$ cat src/rtl/keypad_pkg.sv
// rtl/keypad_pkg.sv - shared types, sizes and key codes for the keypad scanner
package keypad_pkg;

   localparam int KEY_W = 4;
   localparam int COLS  = 4;
   localparam int ROWS  = 4;

   typedef enum logic [2:0] {
      SCAN    = 3'd0,
      CONFIRM = 3'd1,
      ACCEPT  = 3'd2,
      HOLD    = 3'd3,
      RELEASE = 3'd4
   } state_t;

   // Key code = {col_idx, row_idx}; layout of the microwave panel
   localparam logic [KEY_W-1:0] KEY_1     = 4'h0;
   localparam logic [KEY_W-1:0] KEY_4     = 4'h1;
   localparam logic [KEY_W-1:0] KEY_7     = 4'h2;
   localparam logic [KEY_W-1:0] KEY_START = 4'h3;
   localparam logic [KEY_W-1:0] KEY_2     = 4'h4;
   localparam logic [KEY_W-1:0] KEY_5     = 4'h5;
   localparam logic [KEY_W-1:0] KEY_8     = 4'h6;
   localparam logic [KEY_W-1:0] KEY_0     = 4'h7;
   localparam logic [KEY_W-1:0] KEY_3     = 4'h8;
   localparam logic [KEY_W-1:0] KEY_6     = 4'h9;
   localparam logic [KEY_W-1:0] KEY_9     = 4'hA;
   localparam logic [KEY_W-1:0] KEY_STOP  = 4'hB;

   // Lowest set row index wins; returns 0 when no row is set
   function automatic logic [1:0] lowest_row(input logic [ROWS-1:0] rows);
      logic [1:0] r;
      r = 2'd0;
      for (int i = ROWS - 1; i >= 0; i--) begin
         if (rows[i]) r = 2'(i);
      end
      return r;
   endfunction

   // One-hot column drive for a column index
   function automatic logic [COLS-1:0] col_onehot(input logic [1:0] col);
      return 4'b0001 << col;
   endfunction

endpackage

$ cat src/rtl/keypad_scan_ctrl_scan_timer.sv
// rtl/keypad_scan_ctrl_scan_timer.sv - free-running dwell counter producing the row sample tick
module scan_timer #(
   parameter int SCAN_DIV = 4
) (
   input  logic clock,
   input  logic clearn,
   input  logic enable,
   output logic tick
);

   localparam logic [7:0] DIV_LAST = 8'(SCAN_DIV - 1);

   logic [7:0] dwell_q;
   logic [7:0] dwell_d;

   // Next dwell count: parked at 0 while disabled, wraps after the last dwell cycle
   always_comb begin
      dwell_d = dwell_q;
      if (!enable) begin
         dwell_d = 8'd0;
      end else if (dwell_q == DIV_LAST) begin
         dwell_d = 8'd0;
      end else begin
         dwell_d = dwell_q + 8'd1;
      end
   end

   // Dwell counter register
   always_ff @(posedge clock or negedge clearn) begin
      if (!clearn) begin
         dwell_q <= 8'd0;
      end else begin
         dwell_q <= dwell_d;
      end
   end

   // Rows are sampled on the edge that ends the dwell
   assign tick = enable && (dwell_q == DIV_LAST);

endmodule

$ cat src/rtl/keypad_scan_ctrl.sv
// rtl/keypad_scan_ctrl.sv - 4x4 keypad column scanner with press/release debounce
module keypad_scan_ctrl
   import keypad_pkg::*;
#(
   parameter int SCAN_DIV = 4,
   parameter int DEBOUNCE = 3
) (
   input  logic             clock,
   input  logic             clearn,
   input  logic             enable,
   input  logic [ROWS-1:0]  row_in,
   output logic [COLS-1:0]  col_out,
   output logic [KEY_W-1:0] key_code,
   output logic             key_valid,
   output logic             key_held
);

   localparam logic [3:0] DEB_LAST = 4'(DEBOUNCE);

   logic             tick;
   state_t           state_q;
   logic [1:0]       col_idx_q;
   logic [1:0]       row_idx_q;
   logic [3:0]       deb_cnt_q;
   logic [COLS-1:0]  col_out_q;
   logic [KEY_W-1:0] key_code_q;
   logic             key_valid_q;
   logic             key_held_q;

   logic [1:0]       row_low;
   logic             row_any;
   logic             row_bit;
   logic             cand_ok;
   logic [1:0]       col_next;
   logic [3:0]       deb_inc;

   scan_timer #(
      .SCAN_DIV(SCAN_DIV)
   ) u_scan_timer (
      .clock  (clock),
      .clearn (clearn),
      .enable (enable),
      .tick   (tick)
   );

   // Row priority encode and debounce helpers
   always_comb begin
      row_low  = lowest_row(row_in);
      row_any  = |row_in;
      row_bit  = row_in[row_idx_q];
      cand_ok  = row_bit && (row_low == row_idx_q);
      col_next = col_idx_q + 2'd1;
      deb_inc  = deb_cnt_q + 4'd1;
   end

   // Scan / debounce / accept sequencer with registered outputs
   always_ff @(posedge clock or negedge clearn) begin
      if (!clearn) begin
         state_q     <= SCAN;
         col_idx_q   <= 2'd0;
         row_idx_q   <= 2'd0;
         deb_cnt_q   <= 4'd0;
         col_out_q   <= 4'b0001;
         key_code_q  <= '0;
         key_valid_q <= 1'b0;
         key_held_q  <= 1'b0;
      end else if (!enable) begin
         state_q     <= SCAN;
         deb_cnt_q   <= 4'd0;
         col_out_q   <= '0;
         key_valid_q <= 1'b0;
         key_held_q  <= 1'b0;
      end else begin
         key_valid_q <= 1'b0;
         // Restores the drive after a re-enable; rotation below overrides it
         col_out_q   <= col_onehot(col_idx_q);
         case (state_q)
            SCAN: begin
               if (tick) begin
                  if (row_any) begin
                     row_idx_q <= row_low;
                     deb_cnt_q <= 4'd1;
                     if (DEBOUNCE == 1) begin
                        // key_code is loaded together with the pulse so both are valid in ACCEPT
                        state_q     <= ACCEPT;
                        key_valid_q <= 1'b1;
                        key_code_q  <= {col_idx_q, row_low};
                     end else begin
                        state_q <= CONFIRM;
                     end
                  end else begin
                     col_idx_q <= col_next;
                     col_out_q <= col_onehot(col_next);
                  end
               end
            end
            CONFIRM: begin
               if (tick) begin
                  if (cand_ok) begin
                     deb_cnt_q <= deb_inc;
                     if (deb_inc == DEB_LAST) begin
                        state_q     <= ACCEPT;
                        key_valid_q <= 1'b1;
                        key_code_q  <= {col_idx_q, row_idx_q};
                     end
                  end else begin
                     // Lost or displaced candidate: resume at the next column
                     state_q   <= SCAN;
                     deb_cnt_q <= 4'd0;
                     col_idx_q <= col_next;
                     col_out_q <= col_onehot(col_next);
                  end
               end
            end
            ACCEPT: begin
               state_q    <= HOLD;
               deb_cnt_q  <= 4'd0;
               key_held_q <= 1'b1;
            end
            HOLD: begin
               if (tick && !row_bit) begin
                  if (DEBOUNCE == 1) begin
                     state_q    <= SCAN;
                     deb_cnt_q  <= 4'd0;
                     key_held_q <= 1'b0;
                     col_idx_q  <= col_next;
                     col_out_q  <= col_onehot(col_next);
                  end else begin
                     state_q   <= RELEASE;
                     deb_cnt_q <= 4'd1;
                  end
               end
            end
            RELEASE: begin
               if (tick) begin
                  if (!row_bit) begin
                     deb_cnt_q <= deb_inc;
                     if (deb_inc == DEB_LAST) begin
                        state_q    <= SCAN;
                        deb_cnt_q  <= 4'd0;
                        key_held_q <= 1'b0;
                        col_idx_q  <= col_next;
                        col_out_q  <= col_onehot(col_next);
                     end
                  end else begin
                     // Release bounce: back to HOLD without a new pulse
                     state_q   <= HOLD;
                     deb_cnt_q <= 4'd0;
                  end
               end
            end
            default: begin
               state_q   <= SCAN;
               deb_cnt_q <= 4'd0;
            end
         endcase
      end
   end

   assign col_out   = col_out_q;
   assign key_code  = key_code_q;
   assign key_valid = key_valid_q;
   assign key_held  = key_held_q;

endmodule

$ cat config.mk
export PLATFORM = sky130hd
export DESIGN_NAME = keypad_scan_ctrl
export DESIGN_NICKNAME = d
export VERILOG_FILES = /design/src/rtl/keypad_pkg.sv /design/src/rtl/keypad_scan_ctrl_scan_timer.sv /design/src/rtl/keypad_scan_ctrl.sv
export SDC_FILE = /design/constraint.sdc
export NUM_CORES = 1
export LEC_CHECK = 0
export ABC_CLOCK_PERIOD_IN_PS = 3050
export CELL_PAD_IN_SITES_DETAIL_PLACEMENT = 1
export CELL_PAD_IN_SITES_GLOBAL_PLACEMENT = 2
export CORE_MARGIN = 5
export CORE_UTILIZATION = 36
export DETAILED_ROUTE_END_ITERATION = 12
export PLACE_DENSITY = 0.89
export SLEW_MARGIN = 20
export SYNTH_ARGS = -nofsm -noshare
export SYNTH_HDL_FRONTEND = slang
export SYNTH_HIERARCHICAL = 1
export SYNTH_SLANG_ARGS = --single-unit
$ cat constraint.sdc
create_clock -name clock -period 3.05 [get_ports clock]
set_input_delay 0.61 -clock clock [delete_from_list [all_inputs] [get_ports clock]]
set_output_delay 0.61 -clock clock [all_outputs]
set_load 0.05 [all_outputs]
==> results of run 1 <==
## final cells by class
| cell class | instances | area [um2] | share of cell area, % |
|---|---|---|---|
| clock buffers | 8 | 90.1 | 4.42 |
| inverters | 12 | 45.0 | 2.21 |
| repair buffers | 21 | 198 | 9.71 |
| multi-input cells | 128 | 910 | 44.7 |
| well taps | 54 | 67.6 | 3.32 |
| flip-flops and latches | 29 | 727 | 35.7 |
## synthesized netlist by cell type (all sizes together)
master	count
nand2	12
or4b	3
dfstp	1
clkbuf	2
o31a	1
nand2b	2
mux2	4
buf	5
nand4	2
o21ai	17
dfrtp	28
nand3b	2
nor2	13
xor2	2
a21boi	2
inv	12
and3	2
a22o	5
nor2b	1
nor3	4
a21o	1
nand3	11
ha	8
o21bai	1
xnor2	3
o221a	1
or2	2
nor4	1
o32ai	1
o311ai	1
a21oi	11
a32oi	1
mux2i	3
and3b	1
or3	5
mux4	1
o31ai	1
a31oi	3
## cells by family (layout without fill, tap and decap cells)
kind of cell,Yosys count,in the layout,synth area share [%]
AND/OR/NAND/NOR,61,61,19.3
multiplexers,8,8,5.67
AO/OA/AOI/OAI,46,46,19.5
adder cells (fa/ha/maj),8,8,5.82
buffers and inverters,19,41,4.87
flip-flops,29,29,42.3
XOR/XNOR,5,5,2.55
## critical path, stage by stage, from the launching register on
cell,delay (ps)
dfrtp_1,430
ha_1,210
or4b_4,490
nor3_1,230
buf_4,200
a21boi_2,200
o21ai_2,130
a31oi_2,290
mux2_2,360
## flip-flops by register name (all words and copies together) (netlist names)
| register | cells |
|---|---|
| row_idx_q | 2 |
| col_out | 4 |
| u_scan_timer/dwell_q | 8 |
| key_held | 1 |
| key_code | 4 |
| col_idx_q | 2 |
| key_valid | 1 |
| deb_cnt_q | 4 |
| state_q | 3 |
## how the worst max path moves through the flow
stage                     slack (ps)                              start                       end
after floorplan                  510  u_scan_timer/dwell_q[0]$_DFF_PN0_  col_idx_q[1]$_DFFE_PN0P_
after global placement           330                          row_in[0]  col_idx_q[1]$_DFFE_PN0P_
after detailed placement         240                          row_in[2]   key_code[1]$_DFFE_PN0P_
after CTS                        360  u_scan_timer/dwell_q[0]$_DFF_PN0_    state_q[2]$_DFFE_PN0P_
after global routing             190  u_scan_timer/dwell_q[0]$_DFF_PN0_    state_q[2]$_DFFE_PN0P_
final                            390  u_scan_timer/dwell_q[0]$_DFF_PN0_    state_q[2]$_DFFE_PN0P_
## through the flow
step	instances	hold WS (ps)	setup WS [ps]	util, %	power, W
final	252	486	389	43.4	0.00129
after global routing	252	526	187	43.4	0.00138
after CTS	252	494	360	43.4	0.00131
after detailed placement	244	482	236	41.5	0.000975
after global placement	244	466	329	41.5	0.000941
after floorplan	176	314	506	-	0.000836
## layer usage
| metal | vias to the layer above | GRT usage, % | part of all wire, % |
|---|---|---|---|
| met5 | - | 0 | 0 |
| met1 | 673 | 15.8 | 41 |
| met3 | 9 | 3.97 | 3.4 |
| met4 | 0 | 4.81 | 2.0 |
| li1 | 673 | - | - |
| met2 | 27 | 26.8 | 53 |
## cells in the final DEF, fill, tap and decap left out, types with 2 or more instances in the layout
| master | netlist | layout |
|---|---|---|
| a21oi_1 | 11 | 11 |
| a22o_1 | 5 | 5 |
| a31oi_1 | 2 | 2 |
| and3_1 | 2 | 2 |
| buf_4 | 0 | 5 |
| clkbuf_1 | 2 | 2 |
| clkbuf_8 | 0 | 6 |
| clkdlybuf4s50_1 | 0 | 16 |
| dfrtp_1 | 28 | 28 |
| ha_1 | 8 | 8 |
| inv_1 | 11 | 11 |
| mux2_1 | 2 | 2 |
| mux2_2 | 2 | 2 |
| mux2i_1 | 3 | 3 |
| nand2_1 | 12 | 12 |
| nand2b_1 | 2 | 2 |
| nand3_1 | 10 | 10 |
| nand3b_1 | 2 | 2 |
| nand4_1 | 2 | 2 |
| nor2_1 | 13 | 13 |
| nor3_1 | 4 | 4 |
| o21ai_0 | 15 | 15 |
| or3_1 | 5 | 5 |
| or4b_1 | 2 | 2 |
| xnor2_1 | 3 | 3 |
| xor2_1 | 2 | 2 |
## power groups by stage
stage          clock network, W  registers [W]  logic, W
2_1_floorplan                 0       0.000532  0.000304
6_report               0.000321       0.000528  0.000440
5_1_grt                0.000349       0.000538  0.000491
3_3_place_gp                  0       0.000526  0.000415
3_5_place_dp                  0       0.000535  0.000439
4_1_cts                0.000331       0.000529  0.000446
==> flow_summary.ini, run 1 <==
[run_status]
status = completed

[sta]
rsz0062_at_grt = false
finalHoldViolCount = 0
min_period_over_period_pct = 87.2
period_minus_slack_ps = 2660
worstMarginPinSlew_ps = 640
maxSlewViolCount = 0
fmaxAchievable_ghz = 0.376
fin_setup_tns_ps = 0
slew_headroom_pct = 56.9
setup_viol = 0
final.setup_skew_ps = 5.38

[power_and_ir_drop]
pwr-share-clk_pct = 24.9
p_seq_share_pct = 41.0
internal-power_w = 0.000792
power_density_nw_per_um2 = 633
power.switching_w = 0.000497
p_leak_nw = 0.871
p_sw_share_pct = 38.5
ir_drop_v = 0.000276
p_comb_share_pct = 34.1

[drt]
finalWirelength_um = 4130
drt_first_pass_iters = 4
drcViolationCount = 0
routedWlPerCell_um = 16.4
routed-via-count = 1382
viasPerCell = 5.48
drt-initial-drc-count = 25
antenna_left = 0

[worst_hold_path]
hold_path.class = flip-flop to flip-flop
hold_depth = 2
hold_end = key_code[2]$_DFFE_PN0P_
min_from = key_code[2]$_DFFE_PN0P_

[placed_design]
io_buffers = 16
placedInstanceArea_um2 = 1950
gp_congestion = 0.889
dpl.hpwl_um = 3220

[grt]
grt_max_degree = 30
antenna_found_initial = 0
overflow = 0
grt_first_pass_wirelength_um = 7040
grtUsageTotal_pct = 14.5
grt_pass1_vias = 1534

[setup_path]
cp_max_fo = 8
start_kind = flip-flop
worst_r2r_path_depth = 8
critPathArrivalTime_ps = 2820
worstPathRequired_ps = 3210
reg2reg_from = u_scan_timer/dwell_q[0]$_DFF_PN0_
r2r_slack_ps = 390
path_class = flip-flop to flip-flop
critPathCaptureType = flip-flop
worst_r2r_endpoint = state_q[2]$_DFFE_PN0P_

[synthesis]
synth.distinct_cells = 48
synth_top_cell_by_area = dfrtp_1
syn_area_um2 = 1720
ys_ff_latch = 29
netlist_instances = 176
synth-seq-area-share_pct = 42.3
yosysWarnings = 6
synth_top_area_share_pct = 40.7
avgSynthCellArea_um2 = 9.78
synth_area_leaders = dfrtp_1 (41%), ha_1 (5.8%), o21ai_0 (4.4%), a21oi_1 (3.2%), nand3_1 (2.9%)
syn-num-nets = 191

[floorplan]
die_x_um = 79.1
rows = 25
die_y_um = 79.1
initial_core_util_pct = 36.7
die_area_um2 = 6260
core_um2 = 4690
io_pins = 17

[finish]
fin_area_um2 = 2040
nets = 212
drive_gt1_share_pct = 12.6
diodes = 0
syn_to_final_growth_pct = 18.4
fill_cells = 537

[clocking]
post_cts_buffers = 0
cts_num_sinks = 29
cts_tree = built
cts_made_buffers = 5
cts_buffer_depth = 2
cts_resized = 0
h-tree-depth = 2
cts_hold_buf = 0
clkLatencyLatePin_ps = 280
cts_root_buf = clkbuf_8
clk_pin_slew_ps = 60

[flow_run]
drv_cap = 0
No activity file was read; power rests on OpenSTA's default activity.
==> inputs of run 2 (changes only) <==
--- a/config.mk
+++ b/config.mk
@@ -9,9 +9,9 @@
 export CELL_PAD_IN_SITES_DETAIL_PLACEMENT = 1
 export CELL_PAD_IN_SITES_GLOBAL_PLACEMENT = 2
 export CORE_MARGIN = 5
-export CORE_UTILIZATION = 36
+export CORE_UTILIZATION = 35
 export DETAILED_ROUTE_END_ITERATION = 12
-export PLACE_DENSITY = 0.89
+export PLACE_DENSITY = 0.87
 export SLEW_MARGIN = 20
 export SYNTH_ARGS = -nofsm -noshare
 export SYNTH_HDL_FRONTEND = slang
==> run 2 against run 1 <==
Effect of this change:
- combinational power shrank 2%
- final area grew 0.98%
- hold slack gained 14 ps
- utilization shrank 0.15 points
==> flow_summary.ini, run 2 (synthesized netlist as in run 1, its figures left out) <==
[run_status]
status = completed

[floorplan]
rows = 25
core_um2 = 4750
die_x_um = 80.1
io_pins = 17
die_area_um2 = 6420
initial_core_util_pct = 36.2
die_y_um = 80.1

[clocking]
post_cts_buffers = 0
cts_root_buf = clkbuf_8
h-tree-depth = 2
cts_tree = built
cts_hold_buf = 0
cts_buffer_depth = 2
clk_pin_slew_ps = 60
clkLatencyLatePin_ps = 280
cts_num_sinks = 29
cts_made_buffers = 5
cts_resized = 0

[sta]
period_minus_slack_ps = 2610
setup_viol = 0
fin_ws_ps = 438
finalHoldViolCount = 0
final.setup_skew_ps = 3.86
slew_headroom_pct = 54.9
rsz0062_at_grt = false
worstMarginPinSlew_ps = 669
fin_setup_tns_ps = 0
maxSlewViolCount = 0
min_period_over_period_pct = 85.6
holdWs_ps = 500
fmaxAchievable_ghz = 0.383

[finish]
layout_common_cells = dfrtp_1 (28), clkdlybuf4s50_1 (16), o21ai_0 (15)
regArea_um2 = 727
drive_gt1_share_pct = 13.2
fin_area_um2 = 2060
syn_to_final_growth_pct = 19.6
diodes = 0
largest_reg_flops = 8
multi_input_area_um2 = 910
largest_register = u_scan_timer/dwell_q
final_common_cell = dfrtp_1
fill_cells = 552
nets = 211

[placed_design]
placedInstanceArea_um2 = 1960
dpl.hpwl_um = 3030
io_buffers = 16
gp_congestion = 0.783
pre_cts_slack_ps = 195

[power_and_ir_drop]
power_density_nw_per_um2 = 633
ir_drop_v = 0.000245
power_w = 0.00130
p_leak_nw = 0.875

[drt]
drt_first_pass_iters = 4
drt-initial-drc-count = 51
viasPerCell = 5.25
antenna_left = 0
routed-via-count = 1385
routedWlPerCell_um = 15.0
drcViolationCount = 0
finalWirelength_um = 3970

[setup_path]
worstPathRequired_ps = 3220
critPathArrivalTime_ps = 2780
critPathCaptureType = flip-flop
start_kind = flip-flop
cp_max_fo = 8
path_class = flip-flop to flip-flop

[grt]
grt_pass1_vias = 1524
grtUsageTotal_pct = 14.1
grt_first_pass_wirelength_um = 7130
overflow = 0
antenna_found_initial = 0
grt_max_degree = 30

[worst_hold_path]
hold_path.class = flip-flop to flip-flop

[flow_run]
drv_cap = 0
==> run 2: cell count changes in the layout (fill, tap and decap cells not counted) <==
cell	delta
clkinv_2	+1
buf_4	-1
clkbuf_1	-2
clkbuf_8	+1
==> run 2: per-stage QoR <==
step                      instances  util (%)
after global placement          256      41.1
after CTS                       264      43.3
after global routing            264      43.3
final                           264      43.3
after detailed placement        256      41.1
after floorplan                 176         -
==> run 2: routing by layer <==
| layer | global-route usage [%] | wire length (um) | vias up |
|---|---|---|---|
| met5 | 0 | 0 | - |
| met4 | 3.72 | 35 | 0 |
| met3 | 4.26 | 144 | 4 |
| met2 | 24.6 | 2050 | 19 |
| met1 | 16.9 | 1740 | 692 |
| li1 | - | - | 670 |
==> run 2: path summary, 6_finish.rpt <==
kind	from	to	slack (ps)	depth (start not counted)
setup / recovery	u_scan_timer/dwell_q[0]$_DFF_PN0_	state_q[2]$_DFFE_PN0P_	440	8
hold / removal	key_code[2]$_DFFE_PN0P_	key_code[2]$_DFFE_PN0P_	500	2
setup reg to reg	u_scan_timer/dwell_q[0]$_DFF_PN0_	state_q[2]$_DFFE_PN0P_	440	8
hold reg to reg	key_code[2]$_DFFE_PN0P_	key_code[2]$_DFFE_PN0P_	500	2
max in group asynchronous	clearn	col_out[0]$_DFF_PN1_	2020	2
min in group asynchronous	clearn	deb_cnt_q[2]$_DFFE_PN0P_	720	2
==> run 2: final cells by class <==
cell class,instances,area share (%)
clock buffers,7,4.68
clock inverters,1,0.243
inverters,12,2.19
multi-input cells,128,44.2
flip-flops and latches,29,35.3
well taps,67,4.08
repair buffers,20,9.25
==> run 2: worst max-delay path, cell delays in order (launching register included) <==
cell	delay, ps
dfrtp_1	430
ha_1	200
or4b_4	500
nor3_1	190
buf_4	180
a21boi_2	200
o21ai_2	140
a31oi_2	300
mux2_2	370
==> run 2: power breakdown <==
group | switching (W) | total (W) | internal, W
combinational | 0.000265 | 0.000429 | 0.000164
clock | 0.000142 | 0.000346 | 0.000203
sequential | 0.0000871 | 0.000527 | 0.000440
total | 0.000494 | 0.00130 | 0.000807
